<file path="config.mk">
export PLATFORM = sky130hd
export DESIGN_NAME = shift_register_sequenced
export DESIGN_NICKNAME = d
export VERILOG_FILES = /design/src/rtl/multiplier_pkg.sv /design/src/rtl/shift_step_counter.sv /design/src/rtl/shift_register_sequenced.sv
export SDC_FILE = /design/constraint.sdc
export NUM_CORES = 1
export LEC_CHECK = 0
export CAP_MARGIN = 20
export CORE_ASPECT_RATIO = 1.4
export CORE_MARGIN = 4
export CORE_UTILIZATION = 43
export DETAILED_ROUTE_END_ITERATION = 8
export HOLD_SLACK_MARGIN = 0.02
export MAX_ROUTING_LAYER = met4
export PLACE_DENSITY = 0.75
export SLEW_MARGIN = 20
export SYNTH_ARGS = -nofsm -noshare
export SYNTH_HDL_FRONTEND = slang
export SYNTH_HIERARCHICAL = 1
export SYNTH_SLANG_ARGS = --single-unit
</file>
<file path="constraint.sdc">
create_clock -name clk -period 1.8 [get_ports clk]
set_clock_uncertainty 0.1 [all_clocks]
set_input_delay 0.18 -clock clk [delete_from_list [all_inputs] [get_ports clk]]
set_output_delay 0.18 -clock clk [all_outputs]
set_load 0.02 [all_outputs]
</file>
<file path="src/rtl/multiplier_pkg.sv">
// Shared types for the multiplier datapath: shifter FSM states and shift direction encoding.
package multiplier_pkg;

  typedef enum logic [1:0] {
    IDLE  = 2'd0,
    SHIFT = 2'd1,
    DONE  = 2'd2
  } state_t;

  localparam logic DIR_LEFT  = 1'b0;
  localparam logic DIR_RIGHT = 1'b1;

endpackage

</file>
<file path="src/rtl/shift_step_counter.sv">
// Loadable down-counter tracking the remaining 1-bit steps of a shift burst.
module shift_step_counter #(
  parameter int CNT_W = 5
) (
  input  logic             clk,
  input  logic             reset,
  input  logic             loadEn,
  input  logic [CNT_W-1:0] loadVal,
  input  logic             decEn,
  output logic [CNT_W-1:0] count,
  output logic             last,
  output logic             zero
);

  always_ff @(posedge clk) begin
    if (!reset)
      count <= '0;
    else if (loadEn)
      count <= loadVal;
    else if (decEn && (count != '0))
      count <= count - 1'b1;
  end

  assign last = (count == CNT_W'(1));
  assign zero = (count == '0);

endmodule

</file>
<file path="src/rtl/shift_register_sequenced.sv">
// Bidirectional WORD-bit shift register with sign/zero-extending load and a counted,
// FSM-sequenced burst of 1-bit shifts that ends with a one-cycle done pulse.
module shift_register_sequenced
  import multiplier_pkg::*;
#(
  parameter int WORD_LENGTH = 8,
  parameter int WORD        = 2 * WORD_LENGTH,
  parameter int CNT_W       = $clog2(WORD + 1)
) (
  input  logic                   clk,
  input  logic                   reset,
  input  logic                   load,
  input  logic                   signExtend,
  input  logic [WORD_LENGTH-1:0] parallelInput,
  input  logic                   start,
  input  logic                   direction,
  input  logic                   arithmetic,
  input  logic [CNT_W-1:0]       shiftCount,
  input  logic                   serialInput,
  output logic [WORD-1:0]        parallelOutput,
  output logic                   serialOutput,
  output logic                   busy,
  output logic                   done
);

  state_t          state;
  logic [WORD-1:0] shiftReg;
  logic            dirQ;
  logic            ariQ;
  logic            serialQ;
  logic            busyQ;
  logic            doneQ;

  logic             accept;
  logic [CNT_W-1:0] cnt;
  logic             cntLast;
  logic             cntZero;
  logic             extBit;

  assign accept = (state == IDLE) && !load && start;
  assign extBit = signExtend & parallelInput[WORD_LENGTH-1];

  shift_step_counter #(.CNT_W(CNT_W)) uCnt (
    .clk     (clk),
    .reset   (reset),
    .loadEn  (accept),
    .loadVal (shiftCount),
    .decEn   (state == SHIFT),
    .count   (cnt),
    .last    (cntLast),
    .zero    (cntZero)
  );

  // busy/done are registered alongside the state transition so they never depend on inputs.
  always_ff @(posedge clk) begin
    if (!reset) begin
      state    <= IDLE;
      shiftReg <= '0;
      dirQ     <= DIR_LEFT;
      ariQ     <= 1'b0;
      serialQ  <= 1'b0;
      busyQ    <= 1'b0;
      doneQ    <= 1'b0;
    end else begin
      case (state)
        IDLE: begin
          if (load) begin
            shiftReg <= {{(WORD - WORD_LENGTH){extBit}}, parallelInput};
          end else if (start) begin
            dirQ  <= direction;
            ariQ  <= arithmetic;
            busyQ <= 1'b1;
            if (shiftCount != '0) begin
              state <= SHIFT;
            end else begin
              state <= DONE;
              doneQ <= 1'b1;
            end
          end
        end
        SHIFT: begin
          if (dirQ == DIR_LEFT) begin
            shiftReg <= {shiftReg[WORD-2:0], serialInput};
            serialQ  <= shiftReg[WORD-1];
          end else begin
            shiftReg <= {(ariQ ? shiftReg[WORD-1] : serialInput), shiftReg[WORD-1:1]};
            serialQ  <= shiftReg[0];
          end
          // zero cannot occur here in normal flow; treat it as end-of-burst for robustness
          if (cntLast || cntZero) begin
            state <= DONE;
            doneQ <= 1'b1;
          end
        end
        DONE: begin
          state <= IDLE;
          busyQ <= 1'b0;
          doneQ <= 1'b0;
        end
        default: begin
          state <= IDLE;
          busyQ <= 1'b0;
          doneQ <= 1'b0;
        end
      endcase
    end
  end

  assign parallelOutput = shiftReg;
  assign serialOutput   = serialQ;
  assign busy           = busyQ;
  assign done           = doneQ;

endmodule

</file>
==> qor.yml, run 1 <==
place:
  dpl.hpwl_um: 3087
  routabilityCongestion: 0.8850
  post-place-ws_ps: -50.00
  io_buffers: 39
  place_area_sq_um: 1998
logic_synthesis:
  synth.avg_cell_area_sq_um: 9.254
  syn_inst: 164
  synthFlopType: "dfxtp_1"
  syn_nets: 187
  yosysMostFrequentCell: "dfxtp_1"
  synth_top_cell_by_area: "dfxtp_1"
  synth.distinct_cells: 43
  synth-seq-cells: 28
  ys_top_cells_by_count: "dfxtp_1, mux2i_1, nor2_1"
  async_reset_ff_share_pct: 0
  yosysSeqAreaShare_pct: 36.93
  yosysWarnings: 6
  synth_area_sq_um: 1518
  synth_edf_count: 0
  synth.top_cell.area_share_pct: 36.93
  synthTopCellsByArea: "dfxtp_1, mux2i_1, mux2_2"
global_routing:
  met1_usage_pct: 22.50
  grt_pass1_vias: 1520
  grt_use_total_pct: 19.32
  grt_start_max_net_pins: 33
  grt_pass1_wl_um: 6913
  gr-total-overflow: 0
  grt_util_met2_pct: 33.14
  antenna_found_initial: 0
  grt_busiest_layer: "met2"
  met3_usage_pct: 2.796
critical_path:
  reg2reg_from: "uCnt/count[1]"
  crit_buf_inv: 2
  critical_path.cell_chain: "inv_1, ha_1, or4b_4, buf_4, and2_1, o211ai_1"
  ff2ff_path_depth: 6
  regToRegEndpoint: "uCnt/count[1]"
  cp-end-kind: "flop"
  critPathRequiredTime_ps: 1900
  crit_arrival_ps: 1830
  startpoint_type: "flop"
  slowest_delay_ps: 470
  rrSetupSlack_ps: 70
  slowest_stage: "or4b_4"
  cp_top_family: "simple AND/OR/NAND/NOR gates"
  cp_max_fo: 5
  path_class: "reg2reg"
timing:
  worst-slew-pin-transition_ps: 617.2
  finalSetupViolCount: 0
  grt_setup_unrepaired: "true"
  period_needed_ps: 1734
  timing.hold.ws_ps: 406.3
  hold_viol: 0
  finalWorstSetupSlack_ps: 66.35
  fmax_mhz: 576.8
  slew_violations: 0
  finalCritPeriodShare_pct: 96.31
  slew_headroom_pct: 58.77
worst_hold_path:
  hold_end: "done"
  worst_hold_path.num_cells: 2
  hp-class: "reg2reg"
  worstHoldStart: "done"
power_and_ir_drop:
  vdd_drop_max_v: 0.0006145
  leakagePower_nw: 0.7611
  intPower_w: 0.001111
  p_switching_w: 0.0004853
  comb_power_share_pct: 29.3
  power.total_w: 0.001597
  switching_share_pct: 30.40
  powerDensity_nw_per_um2: 772.9
  p_clk_share_pct: 25.1
  seqPwrFrac_pct: 45.6
clocking:
  cts_buffers: 3
  clock_path_buffers: 2
  clkTransAtPathRegs_ps: 100
  htreeDepth: 1
  ctsRootBufferMaster: "clkbuf_8"
  clock_sinks: 28
  cts_tree: "built"
  clk_latency_ps: 270
routing:
  wire_per_inst_um: 17.07
  route.detailed.drc: 0
  first_iter_violations: 74
  wl_um: 4198
  final_antenna_net_count: 0
  first_pass_iters: 4
  routed_via_density: 5.837
  num_vias: 1436
floorplanning:
  die_h_um: 78.30
  dieWidth_um: 58.21
  start_util_pct: 44.93
  dieArea_sq_um: 4558
  core_region_area_sq_um: 3378
  num_rows: 25
  ios: 40
finish:
  antennaDiodeCount: 0
  layout-drive-gt1-share_pct: 21.36
  fillerInstances: 309
  postLayoutCellArea_sq_um: 2066
  nets: 230
  area_growth_pct: 36.11
status:
  status: "finished clean"
flow_run:
  cap_violations: 0
## area by class of cell
class                           instances  area (sq um)  area share, %
Tap cell                               40         50.05          2.423
Multi-Input combinational cell        117         885.9          42.88
Sequential cell                        28         563.0          27.26
Clock buffer                            4         55.05          2.665
Timing Repair Buffer                   50         485.5          23.50
Inverter                                7         26.28          1.272
## per-layer routing
metal / part of all wire, % / vias up
met5: 0 / -
met4: 1.1 / 0
met3: 3.3 / 6
met2: 53 / 33
met1: 43 / 702
li1: - / 695
## kinds of logic after synthesis
group,after synthesis,synth area share (%)
AOI/OAI and AO/OA,52,25.89
and+or+nand+nor,44,17.07
DFF,28,36.93
buffers and inverters,19,5.358
muxes,19,13.11
adders and majority gates,2,1.649
## worst register-to-register path, stage by stage (launching register included)
cell and delay [ps]:
dfxtp_2 340, inv_1 80, ha_1 160, or4b_4 470
buf_4 170, and2_1 170, o211ai_1 170
## placed cells by master (no fill, tap or decap), drive strengths merged, types with 2 or more instances in the layout
master	instances
clkdlybuf4s50	39
dfxtp	28
mux2i	12
nor2	12
a21oi	11
buf	11
o21ai	10
o221a	7
nand2	7
mux2	7
a22oi	7
nor2b	6
inv	6
nand3	5
clkbuf	4
o211ai	3
a211oi	3
nand2b	2
a21boi	2
nand4	2
ha	2
nor4b	2
## registers in the layout, indices dropped and copies added, names as in the netlist
name            flops
state               2
busy                1
serialOutput        1
ariQ                1
uCnt/count          5
dirQ                1
done                1
parallelOutput     16
## through the flow
step | std cells | TNS, ps | utilization (%)
final | 246 | 0 | 61.15
after global placement | 242 | 0 | 59.15
after global routing | 246 | -13.08 | 61.15
after CTS | 246 | 0 | 60.89
after floorplan | 164 | 0 | -
after detailed placement | 242 | -310.8 | 59.15
## power by group through the flow
stage               Sequential (W)  Clock (W)  Combinational (W)
floorplan                 0.000771          0           0.000218
global placement          0.000736          0           0.000443
detailed placement        0.000738          0           0.000460
CTS                       0.000726   0.000401           0.000464
global route              0.000736   0.000426           0.000505
finish                    0.000728   0.000400           0.000468
## how the worst max path moves through the flow
stage | from | endpoint | slack (ps) | cells after the start
detailed placement | load | parallelOutput[12] | -50 | 4
CTS | uCnt/count[1] | uCnt/count[3] | 20 | 6
floorplan | uCnt/count[0] | done | 4 | 7
global placement | shiftCount[1] | done | 30 | 4
finish | uCnt/count[1] | uCnt/count[1] | 70 | 6
global route | uCnt/count[1] | done | -10 | 7
## timing repair
item / CTS / global route
endpoints found under the setup margin: 1 / 5
hold buffers: 0 / 0
resized for setup: 2 / 3
pin swaps: 0 / 2
setup buffers: 0 / 0
Power figures use the tool's default switching activity.
==> run 2, diff against run 1 <==
--- a/config.mk
+++ b/config.mk
@@ -9,6 +9,7 @@
 export CORE_ASPECT_RATIO = 1.4
 export CORE_MARGIN = 4
 export CORE_UTILIZATION = 43
+export CTS_CLUSTER_SIZE = 14
 export DETAILED_ROUTE_END_ITERATION = 8
 export HOLD_SLACK_MARGIN = 0.02
 export MAX_ROUTING_LAYER = met4
==> results of run 2 <==
No change in the layout: final DEF, timing and power equal those of run 1.
==> run 3, diff against run 2 <==
--- a/config.mk
+++ b/config.mk
@@ -5,6 +5,7 @@
 export SDC_FILE = /design/constraint.sdc
 export NUM_CORES = 1
 export LEC_CHECK = 0
+export ABC_CLOCK_PERIOD_IN_PS = 1800
 export CAP_MARGIN = 20
 export CORE_ASPECT_RATIO = 1.4
 export CORE_MARGIN = 4
==> results of run 3 <==
No change in the layout: final DEF, timing and power equal those of run 1.
